**src/rtl/modular_inverse_pkg.sv**
```systemverilog
// Shared key-arithmetic definitions for the modular inverse datapath.
// Holds the FSM state encoding, the signed Bezout coefficient type and latency constants.
package modular_inverse_pkg;

  localparam int unsigned MI_WIDTH    = 8;
  localparam int unsigned COEF_W      = MI_WIDTH + 2;
  // One Euclid step: CHECK + MI_WIDTH divider cycles + UPDATE
  localparam int unsigned ITER_CYCLES = MI_WIDTH + 2;

  typedef logic signed [COEF_W-1:0] coef_t;

  typedef enum logic [2:0] {
    IDLE,
    CHECK,
    DIVIDE,
    UPDATE,
    FINISH
  } state_t;

  // Accept-to-valid latency for k Euclid iterations
  function automatic int unsigned inverse_latency(input int unsigned k);
    return k * ITER_CYCLES + 2;
  endfunction

endpackage

```
**src/rtl/modular_inverse_divider.sv**
```systemverilog
// WIDTH-bit unsigned restoring divider, one quotient bit per cycle.
// The first bit is resolved on the start edge so done pulses WIDTH cycles after start.
module restoring_divider #(
  parameter int unsigned WIDTH = 8
) (
  input  logic             clk,
  input  logic             rst,
  input  logic             start,
  input  logic [WIDTH-1:0] dividend,
  input  logic [WIDTH-1:0] divisor,
  output logic [WIDTH-1:0] quotient,
  output logic [WIDTH-1:0] remainder,
  output logic             done
);

  localparam int unsigned CNT_W = $clog2(WIDTH + 1);

  logic [WIDTH-1:0] div_q;
  logic [CNT_W-1:0] cnt;
  logic             active;

  logic [WIDTH-1:0] src_rem_c;
  logic [WIDTH-1:0] src_quo_c;
  logic [WIDTH-1:0] src_div_c;
  logic [WIDTH:0]   partial_c;
  logic [WIDTH-1:0] next_rem_c;
  logic [WIDTH-1:0] next_quo_c;

  // One restoring step; on start it works directly on the incoming operands
  always_comb begin
    src_rem_c  = start ? '0 : remainder;
    src_quo_c  = start ? dividend : quotient;
    src_div_c  = start ? divisor : div_q;
    partial_c  = {src_rem_c, src_quo_c[WIDTH-1]};
    next_rem_c = partial_c[WIDTH-1:0];
    next_quo_c = {src_quo_c[WIDTH-2:0], 1'b0};
    if (partial_c >= {1'b0, src_div_c}) begin
      next_rem_c = WIDTH'(partial_c - {1'b0, src_div_c});
      next_quo_c = {src_quo_c[WIDTH-2:0], 1'b1};
    end
  end

  always_ff @(posedge clk) begin
    if (rst) begin
      quotient  <= '0;
      remainder <= '0;
      div_q     <= '0;
      cnt       <= '0;
      active    <= 1'b0;
      done      <= 1'b0;
    end else begin
      done <= 1'b0;
      if (start) begin
        quotient  <= next_quo_c;
        remainder <= next_rem_c;
        div_q     <= divisor;
        cnt       <= CNT_W'(WIDTH - 1);
        active    <= 1'b1;
      end else if (active) begin
        quotient  <= next_quo_c;
        remainder <= next_rem_c;
        cnt       <= cnt - CNT_W'(1);
        if (cnt == CNT_W'(1)) begin
          active <= 1'b0;
          done   <= 1'b1;
        end
      end
    end
  end

endmodule

```
**src/rtl/modular_inverse.sv**
```systemverilog
// Modular inverse via iterative extended Euclid with ready/busy/valid handshake.
// Optional MODULAR_INVERSE_GCD_EN adds gcd_out carrying the final remainder gcd(a, m).
module modular_inverse
  import modular_inverse_pkg::*;
#(
  parameter int unsigned WIDTH = MI_WIDTH
) (
  input  logic             clk_in,
  input  logic             rst_in,
  input  logic             ready_in,
  input  logic [WIDTH-1:0] value_in,
  input  logic [WIDTH-1:0] modulus_in,
  output logic [WIDTH-1:0] value_out,
  output logic             exists_out,
  output logic             busy_out,
`ifdef MODULAR_INVERSE_GCD_EN
  output logic [WIDTH-1:0] gcd_out,
  output logic             valid_out
`else
  output logic             valid_out
`endif
);

  localparam int unsigned CW = WIDTH + 2;
  localparam int unsigned PW = 2 * WIDTH + 2;

  state_t state;

  logic [WIDTH-1:0]     r0;
  logic [WIDTH-1:0]     r1;
  logic [WIDTH-1:0]     m_q;
  logic [WIDTH-1:0]     q_q;
  logic [WIDTH-1:0]     rem_q;
  logic signed [CW-1:0] t0;
  logic signed [CW-1:0] t1;

  logic signed [PW-1:0] q_ext_c;
  logic signed [PW-1:0] t1_ext_c;
  logic signed [CW-1:0] t_next_c;
  logic                 exists_c;
  logic [WIDTH-1:0]     result_c;
  logic                 div_start_c;

  logic [WIDTH-1:0]     div_quotient;
  logic [WIDTH-1:0]     div_remainder;
  logic                 div_done;

  // |t| never exceeds m, so truncating the product back to CW bits is lossless
  always_comb begin
    q_ext_c     = $signed({{CW{1'b0}}, q_q});
    t1_ext_c    = $signed({{WIDTH{t1[CW-1]}}, t1});
    t_next_c    = t0 - CW'(q_ext_c * t1_ext_c);
    exists_c    = (r0 == WIDTH'(1)) && (m_q >= WIDTH'(2));
    result_c    = '0;
    if (exists_c) begin
      if (t0[CW-1]) result_c = WIDTH'(t0 + $signed({2'b00, m_q}));
      else          result_c = WIDTH'(t0);
    end
    div_start_c = (state == CHECK) && (r1 != '0);
  end

  restoring_divider #(
    .WIDTH(WIDTH)
  ) u_divider (
    .clk       (clk_in),
    .rst       (rst_in),
    .start     (div_start_c),
    .dividend  (r0),
    .divisor   (r1),
    .quotient  (div_quotient),
    .remainder (div_remainder),
    .done      (div_done)
  );

  always_ff @(posedge clk_in) begin
    if (rst_in) begin
      state      <= IDLE;
      r0         <= '0;
      r1         <= '0;
      m_q        <= '0;
      q_q        <= '0;
      rem_q      <= '0;
      t0         <= '0;
      t1         <= '0;
      value_out  <= '0;
      exists_out <= 1'b0;
      busy_out   <= 1'b0;
      valid_out  <= 1'b0;
`ifdef MODULAR_INVERSE_GCD_EN
      gcd_out    <= '0;
`endif
    end else begin
      valid_out <= 1'b0;
      case (state)
        IDLE: begin
          if (ready_in) begin
            m_q      <= modulus_in;
            r0       <= modulus_in;
            r1       <= value_in;
            t0       <= '0;
            t1       <= CW'(1);
            busy_out <= 1'b1;
            state    <= CHECK;
          end
        end
        CHECK: begin
          state <= (r1 == '0) ? FINISH : DIVIDE;
        end
        DIVIDE: begin
          if (div_done) begin
            q_q   <= div_quotient;
            rem_q <= div_remainder;
            state <= UPDATE;
          end
        end
        UPDATE: begin
          r0    <= r1;
          r1    <= rem_q;
          t0    <= t1;
          t1    <= t_next_c;
          state <= CHECK;
        end
        FINISH: begin
          value_out  <= result_c;
          exists_out <= exists_c;
`ifdef MODULAR_INVERSE_GCD_EN
          gcd_out    <= r0;
`endif
          busy_out   <= 1'b0;
          valid_out  <= 1'b1;
          state      <= IDLE;
        end
        default: state <= IDLE;
      endcase
    end
  end

endmodule

```
**config.mk**
```make
export PLATFORM = sky130hd
export DESIGN_NAME = modular_inverse
export DESIGN_NICKNAME = d
export VERILOG_FILES = /design/src/rtl/modular_inverse_pkg.sv /design/src/rtl/modular_inverse_divider.sv /design/src/rtl/modular_inverse.sv
export SDC_FILE = /design/constraint.sdc
export NUM_CORES = 1
export LEC_CHECK = 0
export CELL_PAD_IN_SITES_DETAIL_PLACEMENT = 1
export CELL_PAD_IN_SITES_GLOBAL_PLACEMENT = 1
export CORE_UTILIZATION = 48
export CTS_BUF_LIST = sky130_fd_sc_hd__clkbuf_4
export CTS_CLUSTER_SIZE = 40
export DETAILED_ROUTE_END_ITERATION = 10
export PLACE_DENSITY = 0.82
export SLEW_MARGIN = 25
export SYNTH_ARGS = -nofsm -noshare
export SYNTH_HDL_FRONTEND = slang
export SYNTH_SLANG_ARGS = --single-unit
```
**constraint.sdc**
```tcl
create_clock -name clk_in -period 5.5 [get_ports clk_in]
set_input_delay 0.825 -clock clk_in [delete_from_list [all_inputs] [get_ports clk_in]]
set_output_delay 0.825 -clock clk_in [all_outputs]
set_load 0.01 [all_outputs]
```
Word level (Yosys, flattened, before mapping)
Index checks and enable logic that the tools add are counted.

Register bits after elaboration: 104. Latch bits: 0. RAM bits: 0. Bits in read-only memories: 0. Output and inout port bits: 11. Word-level logic and storage cells: 82. Memories kept: 0.

$add $sub $neg: 4. $mul: 1. Div/mod/pow operators: 0. Order comparisons: 2. Equality and inequality tests: 8. Shift operators: 0. Mux-type cells: 32. Bitwise operators: 1. Reduce and logical (&&, ||, !) cells: 15.

Operators with widths (count): $mux 8 (12); $pmux 10 s2 (2); $pmux 8 s2 (2); $mux 10 (2); $mux 3 (5); $pmux 3 s4 (1); $mul 9x10->10 (1); $reduce_and 2->1 (5); $sub 10x10->10 (1); $ge 9x8->1 (1); $add 8x8->8 (1); $eq 8x1->1 const B (1); $ge 8x2->1 const B (1); $logic_not 8->1 (1); $reduce_bool 8->1 (1); $sub 8x8->8 (1); $mux 1 (7); $eq 3x2->1 const B (2); $reduce_bool 2->1 (3); $eq 4x1->1 const B (1); $sub 4x1->4 const B (1); $eq 3x1->1 const B (1); $eq 3x3->1 const B (1); $logic_not 3->1 (1); 7 further kinds (8).

Logic depth before layout (Yosys ltp)
Word-level depth: 7. Mapped depth: 19. Mapped depth without buffers: 18.

Hierarchy
Synthesis repeated with hierarchy kept, for this count alone.

Cells, all modules: 785. Area total of the unflattened synthesis: 6616.3 um^2.

Modules (own cells, without submodules): modular_inverse (instances 1, cells an instance 603, area an instance 4966.0 um^2, seq. area each 1481.4 um^2); restoring_divider (instances 1, cells an instance 182, area an instance 1650.3 um^2, seq. area each 600.6 um^2).

Least setup slack after synthesis
Ideal clock, no wire load.

Kind: flip-flop to flip-flop. Start: register t1[3]. End: register t1[9]. Setup time: 67 ps. Arrival time: 4370 ps. Data required time: 5433 ps. Path slack: 1063 ps. Stages on the path, launching flop included: 19. Cells stage by stage: dfxtp_1 and2_1 fa_1 fa_1 ha_1 inv_1 fa_1 inv_1 fa_1 inv_1 ha_1 nand3_1 nor2_1 a211oi_1 a21oi_1 a211oi_1 xnor2_1 nand2_1 a21oi_2.

Word-level cells in the longest chain between the ends: 3.

RTL lines: from (decl) (RTL line modular_inverse.sv:35) `logic signed [CW-1:0] t1;`; from (signal assigned) (RTL line modular_inverse.sv:120) `t1 <= t_next_c;`; $mul 9x10->10 (RTL line modular_inverse.sv:52) `t_next_c = t0 - CW'(q_ext_c * t1_ext_c);`; $sub 10x10->10 (RTL line modular_inverse.sv:52); $pmux 10 s2 (RTL line modular_inverse.sv:94) `case (state)`.

Every way passes these cells. A chain may end at the register's enable or synchronous reset.

Worst setup path in the final report
Start: register q_q[1]. End: register t1[9].

Word-level cells in the longest chain between the ends: 3.

RTL lines: from (decl) (RTL line modular_inverse.sv:32) `logic [WIDTH-1:0] q_q;`; from (signal assigned) (RTL line modular_inverse.sv:111) `q_q <= div_quotient;`; $mul 9x10->10 (RTL line modular_inverse.sv:52); $sub 10x10->10 (RTL line modular_inverse.sv:52); $pmux 10 s2 (RTL line modular_inverse.sv:94).

Every way passes these cells.

==> results.yml <==
die:
  die_h_um: 119
  die_width_um: 119
  num_rows: 42
  design.portCount: 30
  floorplan.initialDensity: 0.492
  placeableCoreArea_um2: 13300
  full_die_area_um2: 14100
clocking:
  cts_root_buf: "clkbuf_4"
  htree_levels: 3
  numClockSinks: 104
  clk_transition_reported_paths_ns: 0.15
  post-cts-setup-buffers: 0
  clk-insertion-delay-late_ns: 0.49
  cts.path.max_buffers: 2
  cts_tree: "yes"
  post_cts_resized: 0
  cts_buffers: 9
  cts.hold.buffers_added: 0
critical_path:
  critical_path.startpoint: "q_q[1]"
  timing.setup.critical_path_class: "reg2reg"
  rrSetupSlack_ns: 0.68
  worst_stage_delay_on_the_critical_path_ns: 0.52
  critical_path_arrival_ns: 5.25
  crit_fanout: 10
  path_common_cell: "fa_1"
  cp_slowest_cell: "dfxtp_1"
  required_ns: 5.93
  timing.reg2reg.worst_path_depth: 18
  setup.worst_path.start_class: "register"
  rr_endpoint: "t1[9]"
  cp_cell_instances: "and2_1 > fa_1 > fa_1 > ha_1 > inv_1 > fa_1 > inv_1 > fa_1 > inv_1 > ha_1 > nand3_1 > nor2_1 > a211oi_1 > a21oi_1 > a211oi_1 > xnor2_1 > nand2_1 > a21oi_2"
  reg2reg_from: "q_q[1]"
  worstSetupEndpointType: "register"
grt:
  maximum_number_of_pins_on_one_net_before_global_route_repair: 107
  grt_pass1_wl_um: 29300
  grt-ovfl-total: 0
  grt_antenna_before_repair: 0
  grt.total_usage: 0.265
  grt_pass1_vias: 5884
logic_synthesis:
  syn-instance-count: 785
  yosysSeqAreaShare: 0.318
  netlist-cell-type-count: 50
  synthesis.nets: 884
  yosysWarningCount: 0
  post_synth_instance_area_um2: 6550
  ys_ff_latch: 104
  avgSynthCellArea_um2: 8.34
outcome:
  outcome: "completed"
detailed_routing:
  wl_um: 17500
  drc_errors: 0
  drt-wirelength-per-cell_um: 18.1
  via_count: 5408
  avgViaCountPerCell: 5.59
  antenna_left: 0
  iteration_count_of_the_initial_detailed_routing_pass: 4
  drt_first_iter_violations: 214
sta:
  slew_violations: 0
  max_clock_freq_mhz: 208
  grt_setup_unrepaired: "no"
  worst_clock_skew_ns: 0.0125
  setup_viol_count_final: 0
  final_hold_viol_count: 0
  setup-tns-final_ns: 0
  min_period_ns: 4.82
  period_share: 0.876
  max_slew_headroom: 0.424
  worst_pin_slew_ns: 0.863
cells_and_area:
  flow.area_growth_from_synthesis_pct: 7.85
  total_nets_final: 885
  final_core_occ: 0.531
  post-route-cell-area_um2: 7060
  layout-drive-gt1-share: 0.0354
  diodes: 0
power_and_ir_drop:
  post-layout-total-power_uw: 1750
  vdd_drop_max_mv: 0.194
  power_density_nw_per_um2: 248
  static-leakage-power_uw: 0.00294
placement:
  instance_area_after_placement_um2: 6900
  placer_s_final_routability_congestion_estimate: 0.859
  port_buffers: 29
  post-dp-hpwl_um: 13100
min_path:
  holdCritPathClass: "reg2reg"
  whs_path_depth: 2
  startpoint_of_the_most_critical_hold_path: "rem_q[1]"
  hold_end: "rem_q[1]"
job:
  maxCapViolCount: 0
[power breakdown]
| group | internal [uW] | total, uW | switching, uW |
|---|---|---|---|
| clock network | 188 | 452 | 264 |
| registers | 804 | 860 | 55.5 |
| logic | 173 | 438 | 265 |
[cells in the mapped netlist, drive strengths merged]
cell type / instances / share of area
nand2: 136 / 0.078
dfxtp: 104 / 0.32
a21oi: 63 / 0.049
inv: 60 / 0.034
nor2: 60 / 0.034
and2: 47 / 0.045
ha: 46 / 0.088
fa: 34 / 0.10
clkbuf: 32 / 0.018
xnor2: 25 / 0.033
nand3: 19 / 0.015
o21ai: 19 / 0.015
mux2i: 18 / 0.028
a211oi: 16 / 0.019
a22oi: 10 / 0.011
a31oi: 10 / 0.0096
buf: 10 / 0.0086
xor2: 10 / 0.013
a311oi: 8 / 0.011
nand2b: 7 / 0.0067
a21o: 6 / 0.0069
nor3: 6 / 0.0054
nor2b: 5 / 0.0048
nor4b: 5 / 0.0067
nor4: 4 / 0.0038
nand4: 3 / 0.0029
nor3b: 3 / 0.0052
o21bai: 3 / 0.0034
a32oi: 2 / 0.0027
and3: 2 / 0.0019
a211o: 1 / 0.0013
a21boi: 1 / 0.0011
a221oi: 1 / 0.0013
a311o: 1 / 0.0015
and3b: 1 / 0.0013
and4: 1 / 0.0013
mux2: 1 / 0.0017
nand3b: 1 / 0.0011
o31ai: 1 / 0.0019
o41ai: 1 / 0.0025
or2: 1 / 0.00096
or4: 1 / 0.0011
[metrics by stage]
step / setup slack [ns] / std cells / hold slack, ns
6_report: 0.683 / 967 / 0.470
5_1_grt: 0.335 / 967 / 0.486
4_1_cts: 0.651 / 967 / 0.474
3_5_place_dp: 0.694 / 951 / 0.453
3_3_place_gp: 0.857 / 951 / 0.442
2_1_floorplan: 1.06 / 785 / 0.437
[sequential cells by signal (all words and copies together), names as in the netlist, 3 cells and up]
register / count
u_divider.div_q: 8
q_q: 8
r0: 8
value_out: 8
m_q: 8
r1: 8
rem_q: 8
t0: 10
u_divider.remainder: 8
u_divider.cnt: 4
state: 3
t1: 10
u_divider.quotient: 8
[worst max-delay path, delay by kind of cell (launching register included)]
kind | cells | cell delay, ns
XOR/XNOR | 1 | 0.16
adder cells (fa/ha/maj) | 6 | 2.63
buffers and inverters | 3 | 0.14
flip-flops | 1 | 0.52
AND/OR/NAND/NOR | 4 | 0.45
AO/OA/AOI/OAI | 4 | 0.85
[cells by family (layout without fill, tap and decap cells)]
group | count (synthesis) | after routing | share of synthesized area
and+or+nand+nor | 302 | 302 | 0.215
AOI/OAI and AO/OA | 143 | 143 | 0.137
DFF | 104 | 104 | 0.318
buffers and inverters | 102 | 108 | 0.0613
adders and majority gates | 80 | 80 | 0.192
xor gates and xnor gates | 35 | 35 | 0.0468
muxes | 19 | 19 | 0.0292
[cells in the final DEF, fill, tap and decap left out, types with 3 or more instances in the layout]
cell type / netlist / routed
nand2_1: 135 / 135
dfxtp_1: 104 / 104
a21oi_1: 62 / 62
inv_1: 60 / 60
nor2_1: 60 / 60
and2_1: 47 / 47
ha_1: 46 / 46
fa_1: 34 / 34
clkdlybuf4s50_1: 0 / 28
xnor2_1: 25 / 25
nand3_1: 19 / 19
mux2i_1: 18 / 18
a211oi_1: 15 / 15
o21ai_0: 14 / 14
a22oi_1: 10 / 10
xor2_1: 10 / 10
a31oi_1: 10 / 10
clkbuf_4: 0 / 10
a311oi_1: 8 / 8
nand2b_1: 7 / 7
a21o_1: 6 / 6
nor2b_1: 5 / 5
nor3_1: 5 / 5
nor4b_1: 5 / 5
nor4_1: 4 / 4
o21ai_1: 4 / 4
o21bai_1: 3 / 3
nand4_1: 3 / 3
buf_4: 0 / 3
[area by class of cell]
class,instances,area [um2]
Tap cell,176,220
Clock inverter,6,81.3
Sequential cell,104,2080
Fill cell,1620,6230
Multi-Input combinational cell,579,4060
Timing Repair Buffer,32,314
Inverter,60,225
Clock buffer,10,75.1
[routing by layer]
metal | track usage | up-vias | wire length (um)
li1 | - | 2611 | -
met1 | 0.317 | 2687 | 7570
met2 | 0.467 | 74 | 8920
met3 | 0.0516 | 36 | 438
met4 | 0.102 | 0 | 543
met5 | 0 | - | 0
[worst max-delay path by stage]
stage                 end  slack [ns]  depth (start not counted)
global route        t1[9]        0.33                         18
floorplan           t1[9]        1.06                         18
finish              t1[9]        0.68                         18
CTS                 t1[9]        0.65                         18
detailed placement  t1[9]        0.69                         18
global placement    t1[9]        0.86                         18
No activity file was read; power rests on OpenSTA's default activity.
==> RTL edit (same settings) <==
`MI_WIDTH`: 8 -> 16.
--- a/src/rtl/modular_inverse_pkg.sv
+++ b/src/rtl/modular_inverse_pkg.sv
@@ -4,3 +4,3 @@
 
-  localparam int unsigned MI_WIDTH    = 8;
+  localparam int unsigned MI_WIDTH    = 16;
   localparam int unsigned COEF_W      = MI_WIDTH + 2;
Interface: changed (resized modulus_in, value_in and value_out); port bits go from 30 to 54. No check against the original RTL was run, so the function may have changed too.
==> RTL edit against the unedited design <==
  * Routed wire length rose to 2.7 times the old value
  * Sequential cell count increased by 89
  * Final area rose by 130%
  * Hold slack lost 0.0012 ns
  * Largest power group unchanged
  * Core utilization up 2.1 points
  * Worst setup slack lost 0.64 ns
  * First-iteration DRC count increased to 4.0 times the old value
  * Synthesized area rose by 130%
  * Die area grew 120%
  * Power rose by 110%
==> RTL edit: results (changes against the unedited design) <==
[outcome]
status = completed  ; unchanged

[logic_synthesis]
synthAdderAreaFrac = 0.2558  ; was 0.1919
synthXorXnorAreaFrac = 0.04271  ; was 0.04682
synthMuxAreaShare = 0.02751  ; was 0.02924
synth_common_cells = nand2_1, dfxtp_1, inv_1  ; was nand2_1, dfxtp_1, a21oi_1
yosysSeqAreaShare = 0.2622  ; was 0.3180

[global_routing]
use_met2 = 0.5036  ; was 0.4675
antenna_found_initial = 2  ; was 0
track_usage = 0.3047  ; was 0.2654
grt_first_pass_wirelength_um = 73370  ; was 29,300 um
use_met3 = 0.06937  ; was 0.05164

[timing]
layout_min_cycle_time_ns = 5.458  ; was 4.817 ns
whs_ns = 0.4691  ; was 0.4703 ns

[place]
gp_congestion = 0.8773  ; was 0.8592
io_buffer_count = 53  ; was 29
dp.cells = 2179  ; was 951

[worst_setup_path]
critPathMaxStageDelay_ns = 0.57  ; was 0.52 ns
crit_fanout = 6  ; was 10
reg2reg_to = t1[17]$_SDFFE_PP0P_  ; was t1[9]$_SDFFE_PP0P_
slowest_stage = fa_1  ; was dfxtp_1

[detailed_routing]
wl_um = 47320  ; was 17,470 um
top_layer = met5  ; was met4
m1WireLength_um = 20820  ; was 7565 um
viasPerCell = 5.749  ; was 5.593
met3WireLength_um = 2868  ; was 438 um

[power_and_ir_drop]
cellLeakagePower_nw = 7.054  ; was 2.938 nW
p_sw_mw = 1.467  ; was 584.4 uW

[cells_and_area]
final_nets = 2083  ; was 885
layout-drive-gt1-share = 0.1019  ; was 0.03540

[clock_tree]
cts.clk_slew.worst_paths_ns = 0.20  ; was 0.15 ns
clock_latency_ns = 0.67  ; was 0.49 ns
htreeDepth = 4  ; was 3

## RTL edit: changes by cell type after synthesis, sizes merged, moves of 18 or more
cell	before	now
a21oi	63	113
and2	47	100
clkbuf	32	91
dfxtp	104	193
fa	34	127
ha	46	98
inv	60	178
mux2i	18	36
nand2	136	316
nand3	19	51
nor2	60	102
nor3	6	30
xnor2	25	55
## RTL edit: final cells by class
type,count,area [sq um]
inverter,179,671.9
sequential,193,3900
fill,3605,13420
multi-input combinational,1297,9982
timing repair buffer,135,1170
clock buffer,17,127.6
clock inverter,15,195.2
antenna,1,2.502
tap,390,488.0
## RTL edit: power by group through the flow
stage | Sequential (mW) | Clock, mW | Combinational (mW)
final | 1.60 | 0.877 | 1.24
after floorplan | 1.59 | 0 | 0.923
after detailed placement | 1.63 | 0 | 1.21
after CTS | 1.60 | 0.882 | 1.22
after global routing | 1.61 | 0.925 | 1.35
after global placement | 1.62 | 0 | 1.15
